--- src/rtl/s_axis_cc_arbiter_pkg.sv ---
// Shared definitions for the completer-completion stream arbiter:
// FSM encodings and the legal source-count range.
package s_axis_cc_arbiter_pkg;

    localparam logic [0:0] ST_IDLE = 1'b0;
    localparam logic [0:0] ST_BUSY = 1'b1;

    localparam int MIN_SRC = 2;
    localparam int MAX_SRC = 8;

    function automatic bit num_src_ok(input int n);
        return (n >= MIN_SRC) && (n <= MAX_SRC);
    endfunction

endpackage

--- src/rtl/cc_rr_picker.sv ---
// Round-robin picker: first asserted request at or above the
// pointer, wrapping modulo NUM_SRC; one-hot result, purely combinational.
module cc_rr_picker
    import s_axis_cc_arbiter_pkg::*;
#(
    parameter int NUM_SRC = 2,
    parameter int PTR_W   = 1
) (
    input  logic [NUM_SRC-1:0] i_req,
    input  logic [PTR_W-1:0]   i_ptr,
    output logic [NUM_SRC-1:0] o_win
);

    logic             w_found;
    logic [PTR_W-1:0] w_idx;
    int               w_sum;

    always_comb begin
        o_win   = '0;
        w_found = 1'b0;
        w_idx   = '0;
        w_sum   = 0;
        for (int k = 0; k < NUM_SRC; k++) begin
            w_sum = int'(i_ptr) + k;
            if (w_sum >= NUM_SRC) begin
                w_sum = w_sum - NUM_SRC;
            end
            w_idx = w_sum[PTR_W-1:0];
            if (!w_found && i_req[w_idx]) begin
                o_win[w_idx] = 1'b1;
                w_found      = 1'b1;
            end
        end
    end

endmodule

--- src/rtl/s_axis_cc_arbiter.sv ---
// Packet-granular round-robin arbiter sharing one CC AXI-Stream port
// between NUM_SRC completion sources; a grant lasts from first beat to tlast.
module s_axis_cc_arbiter
    import s_axis_cc_arbiter_pkg::*;
#(
    parameter int DATA_WIDTH = 128,
    parameter int KEEP_WIDTH = DATA_WIDTH / 8,
    parameter int NUM_SRC    = 2
) (
    input  logic                          user_clk,
    input  logic                          user_reset_n,
    input  logic [NUM_SRC-1:0]            s_axis_tvalid,
    output logic [NUM_SRC-1:0]            s_axis_tready,
    input  logic [NUM_SRC-1:0]            s_axis_tlast,
    input  logic [NUM_SRC*DATA_WIDTH-1:0] s_axis_tdata,
    input  logic [NUM_SRC*KEEP_WIDTH-1:0] s_axis_tkeep,
    input  logic [NUM_SRC*4-1:0]          s_axis_tuser,
    output logic                          m_axis_cc_tvalid,
    input  logic                          m_axis_cc_tready,
    output logic                          m_axis_cc_tlast,
    output logic [DATA_WIDTH-1:0]         m_axis_cc_tdata,
    output logic [KEEP_WIDTH-1:0]         m_axis_cc_tkeep,
    output logic [3:0]                    m_axis_cc_tuser,
    output logic [NUM_SRC-1:0]            grant
);

    localparam int PTR_W = $clog2(NUM_SRC);

    if (!num_src_ok(NUM_SRC)) begin : g_bad_num_src
        $error("s_axis_cc_arbiter: NUM_SRC must be 2..8");
    end

    logic [0:0]            r_state;
    logic [NUM_SRC-1:0]    r_grant;
    logic [PTR_W-1:0]      r_ptr;

    logic [NUM_SRC-1:0]    w_win;
    logic [PTR_W-1:0]      w_gidx;
    logic [PTR_W-1:0]      w_ptr_nxt;
    logic                  w_done;
    logic                  w_tvalid;
    logic                  w_tlast;
    logic [DATA_WIDTH-1:0] w_tdata;
    logic [KEEP_WIDTH-1:0] w_tkeep;
    logic [3:0]            w_tuser;

    cc_rr_picker #(
        .NUM_SRC (NUM_SRC),
        .PTR_W   (PTR_W)
    ) u_picker (
        .i_req (s_axis_tvalid),
        .i_ptr (r_ptr),
        .o_win (w_win)
    );

    // Grant is zero while idle, so the AND-OR mux also blanks the output then.
    always_comb begin
        w_tvalid = 1'b0;
        w_tlast  = 1'b0;
        w_tdata  = '0;
        w_tkeep  = '0;
        w_tuser  = '0;
        w_gidx   = '0;
        for (int i = 0; i < NUM_SRC; i++) begin
            if (r_grant[i]) begin
                w_tvalid = s_axis_tvalid[i];
                w_tlast  = s_axis_tlast[i];
                w_tdata  = s_axis_tdata[i*DATA_WIDTH +: DATA_WIDTH];
                w_tkeep  = s_axis_tkeep[i*KEEP_WIDTH +: KEEP_WIDTH];
                w_tuser  = s_axis_tuser[i*4 +: 4];
                w_gidx   = PTR_W'(i);
            end
        end
    end

    assign w_ptr_nxt = (w_gidx == PTR_W'(NUM_SRC - 1)) ? '0 : w_gidx + 1'b1;
    assign w_done    = w_tvalid & m_axis_cc_tready & w_tlast;

    always_ff @(posedge user_clk or negedge user_reset_n) begin
        if (!user_reset_n) begin
            r_state <= ST_IDLE;
            r_grant <= '0;
            r_ptr   <= '0;
        end else begin
            case (r_state)
                ST_IDLE: begin
                    if (|s_axis_tvalid) begin
                        r_grant <= w_win;
                        r_state <= ST_BUSY;
                    end
                end
                ST_BUSY: begin
                    if (w_done) begin
                        r_grant <= '0;
                        r_ptr   <= w_ptr_nxt;
                        r_state <= ST_IDLE;
                    end
                end
                default: begin
                    r_grant <= '0;
                    r_state <= ST_IDLE;
                end
            endcase
        end
    end

    assign s_axis_tready    = r_grant & {NUM_SRC{m_axis_cc_tready}};
    assign m_axis_cc_tvalid = w_tvalid;
    assign m_axis_cc_tlast  = w_tlast;
    assign m_axis_cc_tdata  = w_tdata;
    assign m_axis_cc_tkeep  = w_tkeep;
    assign m_axis_cc_tuser  = w_tuser;
    assign grant            = r_grant;

endmodule

--- config.mk ---
export PLATFORM = sky130hd
export DESIGN_NAME = s_axis_cc_arbiter
export DESIGN_NICKNAME = d
export VERILOG_FILES = /design/src/rtl/s_axis_cc_arbiter_pkg.sv /design/src/rtl/cc_rr_picker.sv /design/src/rtl/s_axis_cc_arbiter.sv
export SDC_FILE = /design/constraint.sdc
export NUM_CORES = 1
export LEC_CHECK = 0
export ABC_AREA = 1
export CAP_MARGIN = 10
export CORE_AREA = 2 2 178 180
export CTS_BUF_LIST = sky130_fd_sc_hd__clkbuf_8 sky130_fd_sc_hd__clkbuf_16
export CTS_CLUSTER_SIZE = 28
export DETAILED_ROUTE_END_ITERATION = 10
export DIE_AREA = 0 0 180 182
export DONT_BUFFER_PORTS = 1
export HOLD_SLACK_MARGIN = 0.03
export MAX_ROUTING_LAYER = met4
export PLACE_DENSITY_LB_ADDON = 0.2
export RECOVER_POWER = 50
export SKIP_LAST_GASP = 1
export SLEW_MARGIN = 30
export SYNTH_ARGS = -nofsm -noshare
export SYNTH_HDL_FRONTEND = slang
export SYNTH_SLANG_ARGS = --single-unit
--- constraint.sdc ---
create_clock -name user_clk -period 1.95 [get_ports user_clk]
set_input_delay 0.2925 -clock user_clk [delete_from_list [all_inputs] [get_ports user_clk]]
set_output_delay 0.2925 -clock user_clk [all_outputs]
set_load 0.03 [all_outputs]
==> results.txt <==
The flow ran to the end, and the final reports show no timing, DRC or antenna violations. The synthesized netlist occupies a cell area of 2520 sq um. Registers take 108 sq um. The floorplan step set the die height to 182 microns. Fmax: 540 MHz. The insertion delay of the later-clocked pin in the worst-skew pair is 220 ps.

The floorplan step defined a die boundary enclosing 32800 sq um. The largest net degree at the start of global routing came out at 79. The first global-routing pass estimated 20500 microns of wire. The average footprint of a synthesized cell is 4.77 sq um, and the count of synthesis-stage warnings from yosys is 0. The pre-antenna-repair detailed-routing pass consisted of 5 iterations.

The count of buffers added on input and output ports is 0. The register area share after synthesis came out at 3.97%. Startpoint-to-endpoint class of the critical path: flop to output pin. Setup repair after global routing left no endpoint under its margin. The launching point of the worst reg2reg path is grant[1]$_DFFE_PN0P_. Across the routed clock network, the largest skew measured is 2.08 ps. The total half-perimeter wirelength after legalization and detailed placement is 12300 microns, and the power density over the cells is 1960 nW/um^2. VDD sags by at most 0.677 mV.

At the pin with the least slew margin, the transition time is 369 ps. The layout has 3644 filler cells. The detail route stage leaves a number of antenna-violating nets equal to 0.

The tools report the via count of the first global-routing pass as 3663. The floorplan step defined a core boundary enclosing 31000 sq um. In the final layout, the multi-input gates occupy 2010 sq um. For the number of failing hold endpoints at the final stage, the log shows 0. The tools report the count of unique library cells instantiated by Yosys as 17.

For the number of CTS-inserted buffers, the log shows 3. The run gives 0 as the remaining global-route overflow. For this block, the initial DRC count from the detailed router was 151.

Dividing the detail-routed via count by the number of cells gives 3.76. The logs give 0 ps for the final-layout setup total negative slack and 0 for the number of slew-limit violations in the final report. The run gives 75.4% as the worst relative slew slack. Counting flops and latches in the post-synthesis netlist gives 4. The average wire per cell in the routed design works out to 14.1 microns. For the number of nets in the final layout, the log shows 950.

The worst hold path class is input pin to flop. The clock period minus final worst setup slack came out at 1850 ps. After floorplanning, the core was divided into 65 placement rows.

Counting flops with an async set or reset pin after synthesis yields a share of 100%. For this design the top-level I/O count stands at 457. For the worst flop-to-flop path, the logic depth is 6. Measured along the x axis, the die boundary spans 180 microns. The clock edge transition at the registers on the reported setup and hold paths works out to 30 ps.

The endpoint type of the worst setup path is an output pin. The cell sitting at the root of the clock tree is a clkbuf_16. The tools report the H-tree depth as 1. The finished cells cover 3940 sq um. Global routing used 8.15% of the available tracks across all layers. The final worst-path cycle share is 95.0%. The dominant synthesized flop cell is dfrtp_1. In the post-synthesis netlist, the biggest area contributors are nand2_1 (46%), nand3_1 (28%), buf_6 (5.8%), buf_2 (5.2%), nand3_2 (4.8%). The worst-path maximum fanout is 45. In this run the worst setup path begins at grant[0]$_DFFE_PN0P_. The layout cell share with drive strength beyond 1 was 27.6%. The tool flagged a number of max-cap violations equal to 0. The detailed router placed 3944 vias in this run. The number of sinks handled by clock tree synthesis was 4. Counting along the longest clock path gives a buffer depth of 2. The sort of element at the start of the critical path is a flop.

Synthesis produced 528 cells. The slack of the worst reg-to-reg path is 410 ps, and the area fraction of the dominant cell type after synthesis is 45.7%. The number of nets produced by synthesis came out at 831. The starting density of the core is 8.14%. In this run the critical register-to-register path is captured at r_ptr$_DFFE_PN0P_. TritonCTS built the clock tree.

Data on the critical path arrives at its endpoint at 1560 ps. The most frequently used cell type in the post-synthesis netlist is nand2_1. The layout overhead on the synthesized area is 56.2%. For this block, the routed nets add up to 14800 microns of wire. Counting flops with a built-in enable in the synthesized netlist gives 0. The number of antenna violations at the first check in global routing came out at 2.

The logs give 0.790 for the placer congestion estimate and 0 for the final-report setup violation count. In the routed design, unresolved DRC markers number 0. The placed instances occupy a cell area of 4040 sq um.

After synthesis, the most frequently instantiated cells are nand2_1 (307), nand3_1 (141), buf_2 (26). Summed over all cells, the static leakage comes to 2.24 nW. The share of the core filled with cells was 12.7%. Worst setup path endpoint: m_axis_cc_tkeep[9]. The run gives 1660 ps as the critical path data required time. The tools report the total power of the final layout as 7.74 mW. The cell taking the most area after synthesis was nand2_1.
-- placed cells by master (no fill, tap or decap), drive strengths merged --
| cell | n |
|---|---|
| clkbuf | 60 |
| nand4 | 1 |
| o21ai | 2 |
| dlygate4sd3 | 1 |
| nand3 | 153 |
| diode | 2 |
| dfrtp | 4 |
| nand2 | 309 |
| inv | 5 |
| buf | 107 |
| nor2 | 3 |
-- report_power, final --
group          switching [mW]  leakage [nW]  internal, mW  total, mW
logic                    5.03          2.16          2.20       7.23
registers              0.0558        0.0448         0.131      0.187
clock network          0.0577        0.0370         0.262      0.320
total                    5.14          2.24          2.59       7.74
-- worst min-delay path by stage --
stage	startpoint	endpoint	slack (ps)	cells after the start
after CTS	s_axis_tvalid[1]	grant[0]$_DFFE_PN0P_	240	3
after global routing	s_axis_tvalid[1]	grant[0]$_DFFE_PN0P_	260	3
final	s_axis_tvalid[1]	grant[0]$_DFFE_PN0P_	240	3
after global placement	user_reset_n	r_state$_DFF_PN0_	-3	0
after detailed placement	user_reset_n	r_ptr$_DFFE_PN0P_	-3	0
after floorplan	user_reset_n	grant[0]$_DFFE_PN0P_	-3	0
-- routing by layer --
| metal | wire length, microns | track usage, % | vias to the layer above |
|---|---|---|---|
| met5 | 0 | - | - |
| met4 | 791 | 4.39 | 0 |
| met3 | 1300 | 1.62 | 43 |
| met2 | 7600 | 14.7 | 298 |
| met1 | 5100 | 8.29 | 1678 |
| li1 | - | - | 1925 |
-- sequential cells by signal, indices dropped and copies added (netlist names) --
| signal | flops |
|---|---|
| grant | 2 |
| r_ptr | 1 |
| r_state | 1 |
-- cell type report --
class | count | area share [%]
tap | 402 | 12.8
inverter | 5 | 0.604
antenna | 2 | 0.127
multi-input combinational | 468 | 51.0
sequential | 4 | 2.73
timing repair buffer | 165 | 30.9
clock buffer | 3 | 1.91
-- cells by family after synthesis --
group,Yosys count,synth area share [%]
compound gates,2,0.546
simple gates,466,80.2
flops,4,3.97
buf+inv,56,15.2
-- per-stage QoR --
step	std cells	worst slack, ps	hold WS [ps]
final	1049	97.3	240
after floorplan	528	347	-3.09
after detailed placement	1043	260	-2.59
after global placement	1043	291	-2.59
after global routing	1049	1.48	256
after CTS	1047	8.80	239
-- worst max-delay path, cell delays in order, from the launching register on --
cell,delay (ps)
dfrtp_4,430
buf_12,220
clkbuf_2,290
nand3_1,110
nand2_1,60
clkbuf_2,200
-- what timing repair did --
| action | in CTS | in global routing |
|---|---|---|
| endpoints found under the hold margin | 4 | 0 |
| endpoints found under the setup margin | 0 | 1 |
| buffers inserted | 0 | 0 |
| resized for setup | 0 | 1 |
| hold buffers | 1 | 0 |
(Power assumes the default switching activity.)
